$ cat config.mk
export PLATFORM = sky130hd
export DESIGN_NAME = sw_debounce
export DESIGN_NICKNAME = d
export VERILOG_FILES = /design/src/rtl/sw_debounce.sv
export SDC_FILE = /design/constraint.sdc
export NUM_CORES = 1
export LEC_CHECK = 0
export CAP_MARGIN = 30
export CORE_MARGIN = 2
export CORE_UTILIZATION = 40
export DETAILED_ROUTE_END_ITERATION = 8
export DONT_BUFFER_PORTS = 1
export PLACE_DENSITY = 0.66
export SYNTH_ARGS = -nofsm -noshare
export SYNTH_HDL_FRONTEND = slang
export SYNTH_SLANG_ARGS = --single-unit
$ cat constraint.sdc
create_clock -name clk -period 2.1 [get_ports clk]
set_input_delay 0.42 -clock clk [delete_from_list [all_inputs] [get_ports clk]]
set_output_delay 0.42 -clock clk [all_outputs]
set_load 0.02 [all_outputs]
$ cat src/rtl/sw_debounce.sv
// Slide-switch conditioner: synchroniser, per-bit debounce, edge pulses
// and a valid/ready change-event record for downstream control.
module sw_debounce #(
    parameter int WIDTH           = 4,
    parameter int DEBOUNCE_CYCLES = 1_000_000,
    parameter int SYNC_STAGES     = 2
) (
    input  logic             clk,
    input  logic             rst_n,
    input  logic [WIDTH-1:0] sw,
    output logic [WIDTH-1:0] sw_stable,
    output logic [WIDTH-1:0] sw_rise,
    output logic [WIDTH-1:0] sw_fall,
    output logic             evt_valid,
    output logic [WIDTH-1:0] evt_mask,
    output logic [WIDTH-1:0] evt_state,
    output logic             evt_overrun,
    input  logic             evt_ready
);

    localparam int CW = $clog2(DEBOUNCE_CYCLES) + 1;
    localparam logic [CW-1:0] CNT_MAX = CW'(DEBOUNCE_CYCLES - 1);

    logic [WIDTH-1:0] sync_q [SYNC_STAGES];
    logic [WIDTH-1:0] s;
    logic [CW-1:0]    cnt [WIDTH];
    logic [WIDTH-1:0] flip;
    logic [WIDTH-1:0] stable_nxt;
    logic             acc;

    assign s = sync_q[SYNC_STAGES-1];

    always_ff @(posedge clk or negedge rst_n) begin
        if (!rst_n) begin
            for (int k = 0; k < SYNC_STAGES; k++) begin
                sync_q[k] <= '0;
            end
        end else begin
            sync_q[0] <= sw;
            for (int k = 1; k < SYNC_STAGES; k++) begin
                sync_q[k] <= sync_q[k-1];
            end
        end
    end

    // A bit flips on the last of DEBOUNCE_CYCLES consecutive disagreeing cycles.
    always_comb begin
        flip = '0;
        for (int i = 0; i < WIDTH; i++) begin
            flip[i] = (s[i] != sw_stable[i]) && (cnt[i] == CNT_MAX);
        end
    end

    assign stable_nxt = sw_stable ^ flip;
    assign acc        = evt_valid & evt_ready;

    always_ff @(posedge clk or negedge rst_n) begin
        if (!rst_n) begin
            for (int i = 0; i < WIDTH; i++) begin
                cnt[i] <= '0;
            end
        end else begin
            for (int i = 0; i < WIDTH; i++) begin
                if ((s[i] == sw_stable[i]) || flip[i]) begin
                    cnt[i] <= '0;
                end else begin
                    cnt[i] <= cnt[i] + CW'(1);
                end
            end
        end
    end

    always_ff @(posedge clk or negedge rst_n) begin
        if (!rst_n) begin
            sw_stable <= '0;
            sw_rise   <= '0;
            sw_fall   <= '0;
        end else begin
            sw_stable <= stable_nxt;
            sw_rise   <= flip & stable_nxt;
            sw_fall   <= flip & ~stable_nxt;
        end
    end

    // A fresh flip on an accepting edge starts a new record rather than merging.
    always_ff @(posedge clk or negedge rst_n) begin
        if (!rst_n) begin
            evt_valid   <= 1'b0;
            evt_mask    <= '0;
            evt_state   <= '0;
            evt_overrun <= 1'b0;
        end else if (|flip) begin
            evt_valid <= 1'b1;
            evt_state <= stable_nxt;
            if (!evt_valid || acc) begin
                evt_mask    <= flip;
                evt_overrun <= 1'b0;
            end else begin
                evt_mask    <= evt_mask | flip;
                evt_overrun <= evt_overrun | (|(evt_mask & flip));
            end
        end else if (acc) begin
            evt_valid   <= 1'b0;
            evt_mask    <= '0;
            evt_overrun <= 1'b0;
        end
    end

endmodule
==> flow_metrics.py, run 1 <==
metrics = {
    "run_status": {
        "outcome": "complete, but fails checks",
        "failed_checks": "hold timing",
    },
    "detailed_routing": {
        "vias": 3862,
        "antenna_left": 0,
        "drt_iter0_markers": 327,
        "drt_pass1_iterations": 4,
        "wl_per_cell_um": 14.9,
        "drc": 0,
        "wirelength_um": 11300,
        "via_per_inst": 5.11,
    },
    "finish": {
        "n_antenna_cell": 0,
        "final_common_cell": "dfrtp_1",
        "area_growth_syn_to_layout_pct": 23.2,
        "postLayoutCellArea_mm2": 0.00651,
        "drive_gt1_share_pct": 17.4,
        "final_nets": 580,
        "final_cell_mix": "dfrtp_1 (114), nor2_1 (100), xnor2_1 (57), buf_4 (42), nand2_1 (30)",
        "final_cells": 756,
        "fillers": 1141,
    },
    "floorplan": {
        "die_h_um": 119,
        "initial_core_util_pct": 40.4,
        "ioPinCount": 29,
        "coreArea_mm2": 0.0131,
        "num_rows": 42,
        "die-area_mm2": 0.0142,
        "die_x_um": 119,
    },
    "global_routing": {
        "groute.usage.overall_pct": 17.1,
        "grt_max_degree": 115,
        "grt_pass1_vias": 4045,
        "grt_pass1_wl_um": 19300,
        "antenna_found_initial": 0,
        "grt_overflow": 0,
    },
    "yosys": {
        "yosysSeqAreaShare_pct": 54.0,
        "synth.net_count": 528,
        "ys.flop_type": "dfrtp_1",
        "synth_cell_types": 42,
        "netlist_area_mm2": 0.00529,
        "syn_area_per_cell_um2": 10.2,
        "synth_warnings": 0,
        "synthCells": 517,
        "ys_seq_elements": 114,
        "synth_edf_count": 0,
        "async_reset_ff_share_pct": 100,
    },
    "clock_network": {
        "clk_pin_slew_ns": 0.05,
        "root_buffer": "clkbuf_16",
        "clockBufferDepth": 2,
        "clock_sinks": 114,
        "cts_tree": "built",
        "cts_buffers": 17,
        "htreeDepth": 4,
        "clkLatencyLatePin_ns": 0.42,
    },
    "timing": {
        "worstMarginPinSlew_ns": 0.441,
        "timing.hold.ws_ns": -0.299,
        "slew_violations": 0,
        "final-setup-viol-count": 0,
        "fin_skew_ns": 0.00872,
        "fin_crit_sh_pct": 96.9,
        "max_freq_mhz": 492,
        "relSlewSlack_pct": 70.4,
        "min_period_ns": 2.03,
        "fin_ws_ns": 0.0657,
        "hold_viol": 114,
    },
    "pwr": {
        "powerDensity_mw_per_mm2": 825,
        "irDropWorstVdd_mv": 0.551,
        "power.leakage_nw": 2.77,
        "p_total_mw": 5.37,
    },
    "placement": {
        "placed_cells": 721,
        "place.gp.congestion": 0.796,
        "place_area_mm2": 0.00581,
        "hpwl_um": 7480,
        "dp_slack_ns": -0.0304,
        "io_buffers": 0,
    },
    "worst_setup_path": {
        "critPathCaptureType": "register",
        "crit_start": "cnt[39]",
        "cp-start-kind": "register",
        "reg2reg_slack_ns": 0.07,
        "crit_type": "reg2reg",
        "critPathMaxFanout": 3,
        "arrival_ns": 2.33,
        "reg2regPathDepth": 5,
        "timing.rr.start": "cnt[39]",
        "r2r_end": "evt_state[2]",
        "crit_required_ns": 2.40,
    },
    "hold_path": {
        "worstHoldPathType": "in2async",
    },
    "run": {
        "maxCapViolCount": 0,
    },
}
[kinds of logic (layout without fill, tap and decap cells)]
family          count (synthesis)  in the layout  share of synthesized area, %
compound gates                 13             13                          1.85
xor+xnor                       83             83                          13.8
fa+ha+maj                       4              4                         0.947
buf+inv                        28             91                          2.15
flops                         114            114                          54.0
mux                             8              8                          1.78
simple gates                  267            267                          25.6
[layout make-up]
type                            count  area [µm²]  area share (%)
Multi-Input combinational cell    375        2380            36.6
Tap cell                          176         220            3.38
Clock inverter                     11         163            2.50
Sequential cell                   114        2850            43.8
Clock buffer                       19         443            6.80
Timing Repair Buffer               46         395            6.07
Inverter                           15        56.3           0.865
[worst max-delay path, stage by stage, from the launching register on]
cell     delay, ns
dfrtp_1       0.39
nand4_2       0.13
or4_4         0.53
or2_1         0.29
mux2_4        0.31
mux2_2        0.26
[per-layer routing]
layer,wire (µm),vias up,track usage [%],part of all wire (%)
met4,281,0,9.30,2.5
li1,-,1864,-,-
met2,5630,63,27.2,50
met5,0,-,0,0
met1,4900,1911,20.9,43
met3,461,24,5.17,4.1
[per-stage QoR]
stage | TNS (ns) | util [%]
floorplan | 0 | -
CTS | 0 | 49.1
finish | 0 | 49.8
detailed placement | -0.107 | 44.4
global route | -0.00469 | 49.8
global placement | 0 | 44.4
[Yosys cell counts (2+ instances only)]
master,n,area (µm²)
or2_2,3,18.8
nand2b_1,3,18.8
ha_1,4,50.1
inv_1,15,56.3
clkbuf_1,11,41.3
and2_1,5,31.3
dfrtp_1,114,2850
or3_1,2,12.5
nor2_1,100,375
and3_1,11,68.8
nor3_1,20,100
o211ai_1,4,30.0
and4_1,7,61.3
o41ai_1,2,17.5
nor3b_1,10,75.1
nor4_1,16,100
xnor2_1,57,499
or4_1,3,22.5
xor2_1,26,228
mux2_2,7,78.8
nand2_1,30,113
nand3_1,27,135
o21ai_0,2,10.0
nand4_1,20,125
[worst max path at each step]
stage / end / slack [ns] / cells after the start
2_1_floorplan: evt_state[2] / 0.09 / 6
3_3_place_gp: evt_state[0] / 0.02 / 5
3_5_place_dp: evt_state[1] / -0.03 / 6
4_1_cts: evt_state[0] / 0.03 / 5
5_1_grt: evt_state[2] / -0.005 / 5
6_report: evt_state[2] / 0.07 / 5
[power by group]
part           total [mW]  internal, mW  switching, mW  leakage (nW)
clock                2.98          1.99          0.991         0.290
sequential           2.27          2.23         0.0419          1.56
combinational       0.117        0.0547         0.0623         0.914
total                5.37          4.28           1.09          2.77
[sequential cells by signal, indices dropped and copies added (netlist names), 4 cells and up]
register and cells:
sync_q 4, s 4, sw_stable 4, sw_fall 4, evt_state 4, evt_mask 4
sw_rise 4, cnt 84
[repair_timing]
action | in CTS | in global routing
setup buffers | 0 | 5
gates cloned | 0 | 0
resized for setup | 1 | 10
endpoints found under the setup margin | 4 | 29
hold endpoints to repair | 114 | 114
pin swaps | 0 | 1
Note: power is estimated with default switching activity, not from simulation.
==> run 2, diff against run 1 <==
--- a/config.mk
+++ b/config.mk
@@ -5,7 +5,7 @@
 export SDC_FILE = /design/constraint.sdc
 export NUM_CORES = 1
 export LEC_CHECK = 0
-export CAP_MARGIN = 30
+export CAP_MARGIN = 10
 export CORE_MARGIN = 2
 export CORE_UTILIZATION = 40
 export DETAILED_ROUTE_END_ITERATION = 8
==> constraint.sdc (replaced) <==
create_clock -name clk -period 2.1 [get_ports clk]
set_input_delay 0.315 -clock clk [delete_from_list [all_inputs] [get_ports clk]]
set_output_delay 0.315 -clock clk [all_outputs]
set_load 0.02 [all_outputs]
==> flow_metrics.py, run 2 (synthesis gave the netlist of run 1 again) <==
metrics = {
    "run_status": {
        "outcome": "complete, but fails checks",
        "failed_checks": "hold timing",
    },
    "placement": {
        "place.gp.congestion": 0.796,
        "dp_slack_ns": -0.0304,
        "hpwl_um": 7480,
        "io_buffers": 0,
    },
    "floorplan": {
        "num_rows": 42,
        "initial_core_util_pct": 40.4,
        "coreArea_mm2": 0.0131,
        "die_h_um": 119,
        "die-area_mm2": 0.0142,
        "ioPinCount": 29,
        "die_x_um": 119,
    },
    "finish": {
        "final_nets": 584,
        "final_common_cell": "dfrtp_1",
        "final_cell_mix": "dfrtp_1 (114), nor2_1 (100), xnor2_1 (57), buf_4 (42), nand2_1 (30)",
        "area_growth_syn_to_layout_pct": 24.0,
        "drive_gt1_share_pct": 17.3,
        "n_antenna_cell": 0,
        "largest_reg_flops": 84,
        "regMostFlops": "cnt",
    },
    "detailed_routing": {
        "wirelength_um": 11300,
        "drc": 0,
        "via_per_inst": 5.09,
        "antenna_left": 0,
        "drt_iter0_markers": 319,
        "vias": 3870,
        "wl_per_cell_um": 14.9,
        "drt_pass1_iterations": 4,
    },
    "clock_network": {
        "cts_buffers": 17,
        "htreeDepth": 4,
        "clock_sinks": 114,
        "cts_tree": "built",
        "postCtsHoldBufs": 4,
        "clkLatencyLatePin_ns": 0.42,
        "clk_pin_slew_ns": 0.05,
        "clockBufferDepth": 2,
        "root_buffer": "clkbuf_16",
    },
    "worst_setup_path": {
        "crit_type": "reg2reg",
        "cp-start-kind": "register",
        "critPathMaxFanout": 3,
        "crit_required_ns": 2.40,
        "arrival_ns": 2.33,
        "critPathCaptureType": "register",
    },
    "global_routing": {
        "groute.usage.overall_pct": 17.1,
        "antenna_found_initial": 0,
        "use_met2_pct": 27.4,
        "grt_pass1_wl_um": 19300,
        "gr-usage-met3_pct": 5.12,
        "grt_max_degree": 115,
        "globalRoute.busiestLayer": "met2",
        "grt.met1_usage_pct": 20.8,
        "grt_pass1_vias": 4063,
        "grt_overflow": 0,
    },
    "run": {
        "maxCapViolCount": 0,
    },
    "pwr": {
        "powerDensity_mw_per_mm2": 820,
        "power.leakage_nw": 2.78,
        "p_switching_mw": 1.10,
        "p_seq_share_pct": 42.3,
        "p_comb_share_pct": 2.3,
        "switching_share_pct": 20.4,
        "intPower_mw": 4.28,
        "irDropWorstVdd_mv": 0.551,
        "clkPwrFrac_pct": 55.4,
    },
    "timing": {
        "timing.hold.ws_ns": -0.404,
        "fin_skew_ns": 0.00896,
        "min_period_ns": 2.03,
        "max_freq_mhz": 491,
        "worstMarginPinSlew_ns": 0.442,
        "hold_viol": 114,
        "setup_tns_ns": 0,
        "final-setup-viol-count": 0,
        "fin_crit_sh_pct": 96.9,
        "fin_ws_ns": 0.0651,
        "slew_violations": 0,
        "relSlewSlack_pct": 70.3,
    },
    "hold_path": {
        "worstHoldPathType": "in2async",
    },
}
## run 2: cell count changes in the layout (fill, tap and decap cells not counted), sizes merged
cell         previous run  this run
dlygate4sd3             0         4
## run 2: timing repair
item	in CTS	in global routing
hold endpoints to repair	118	114
pin swaps	0	1
resized for setup	1	10
setup buffers	0	5
endpoints found under the setup margin	4	29
## run 2: power groups by stage
stage | clock network (mW) | logic, mW | registers (mW)
2_1_floorplan | 0 | 0.0660 | 2.30
3_3_place_gp | 0 | 0.113 | 2.31
3_5_place_dp | 0 | 0.116 | 2.31
4_1_cts | 3.01 | 0.124 | 2.27
5_1_grt | 3.12 | 0.138 | 2.28
6_report | 2.98 | 0.123 | 2.27
## run 2: per-stage QoR
| stage | util (%) | power (mW) | hold WS, ns | instances | area, µm² |
|---|---|---|---|---|---|
| finish | 50.1 | 5.38 | -0.404 | 760 | 6550 |
| global route | 50.1 | 5.54 | -0.426 | 760 | 6550 |
| CTS | 49.4 | 5.41 | -0.420 | 755 | 6460 |
| detailed placement | 44.4 | 2.43 | 0.0222 | 721 | 5810 |
| global placement | 44.4 | 2.42 | 0.0217 | 721 | 5810 |
| floorplan | - | 2.37 | 0.0194 | 517 | 5290 |
## run 2: final cells by class
class / count / area, µm²
fillers: 1143 / 6530
flip-flops and latches: 114 / 2850
multi-input cells: 375 / 2380
clock buffers: 19 / 443
repair buffers: 50 / 435
well taps: 176 / 220
clock inverters: 11 / 163
inverters: 15 / 56.3
## run 2: final timing paths
path	from	to	slack, ns	depth (start not counted)
max in group asynchronous	rst_n	cnt[73]	2.34	0
max	cnt[39]	evt_state[2]	0.07	5
min in group clk	evt_ready	evt_valid	0.11	2
min reg2reg	sync_q[5]	s[1]	0.35	0
max reg2reg	cnt[39]	evt_state[2]	0.07	5
min	rst_n	cnt[4]	-0.40	0
## run 2: critical path, stage by stage, from the launching register on
cell and delay, ns:
dfrtp_1 0.39, nand4_2 0.13, or4_4 0.53, or2_1 0.29
mux2_4 0.31, mux2_2 0.26
## run 2: metal layers
metal  vias up  routed length, µm  share of wire (%)
met2        61               5620                 50
li1       1872                  -                  -
met4         0                291                2.6
met5         -                  0                  0
met3        25                462                4.1
met1      1912               4910                 44
==> run 3, diff against run 2 <==
--- a/config.mk
+++ b/config.mk
@@ -8,6 +8,7 @@
 export CAP_MARGIN = 10
 export CORE_MARGIN = 2
 export CORE_UTILIZATION = 40
+export CTS_CLUSTER_SIZE = 10
 export DETAILED_ROUTE_END_ITERATION = 8
 export DONT_BUFFER_PORTS = 1
 export PLACE_DENSITY = 0.66
==> results of run 3 <==
No change in the layout: final DEF, timing and power equal those of run 2.
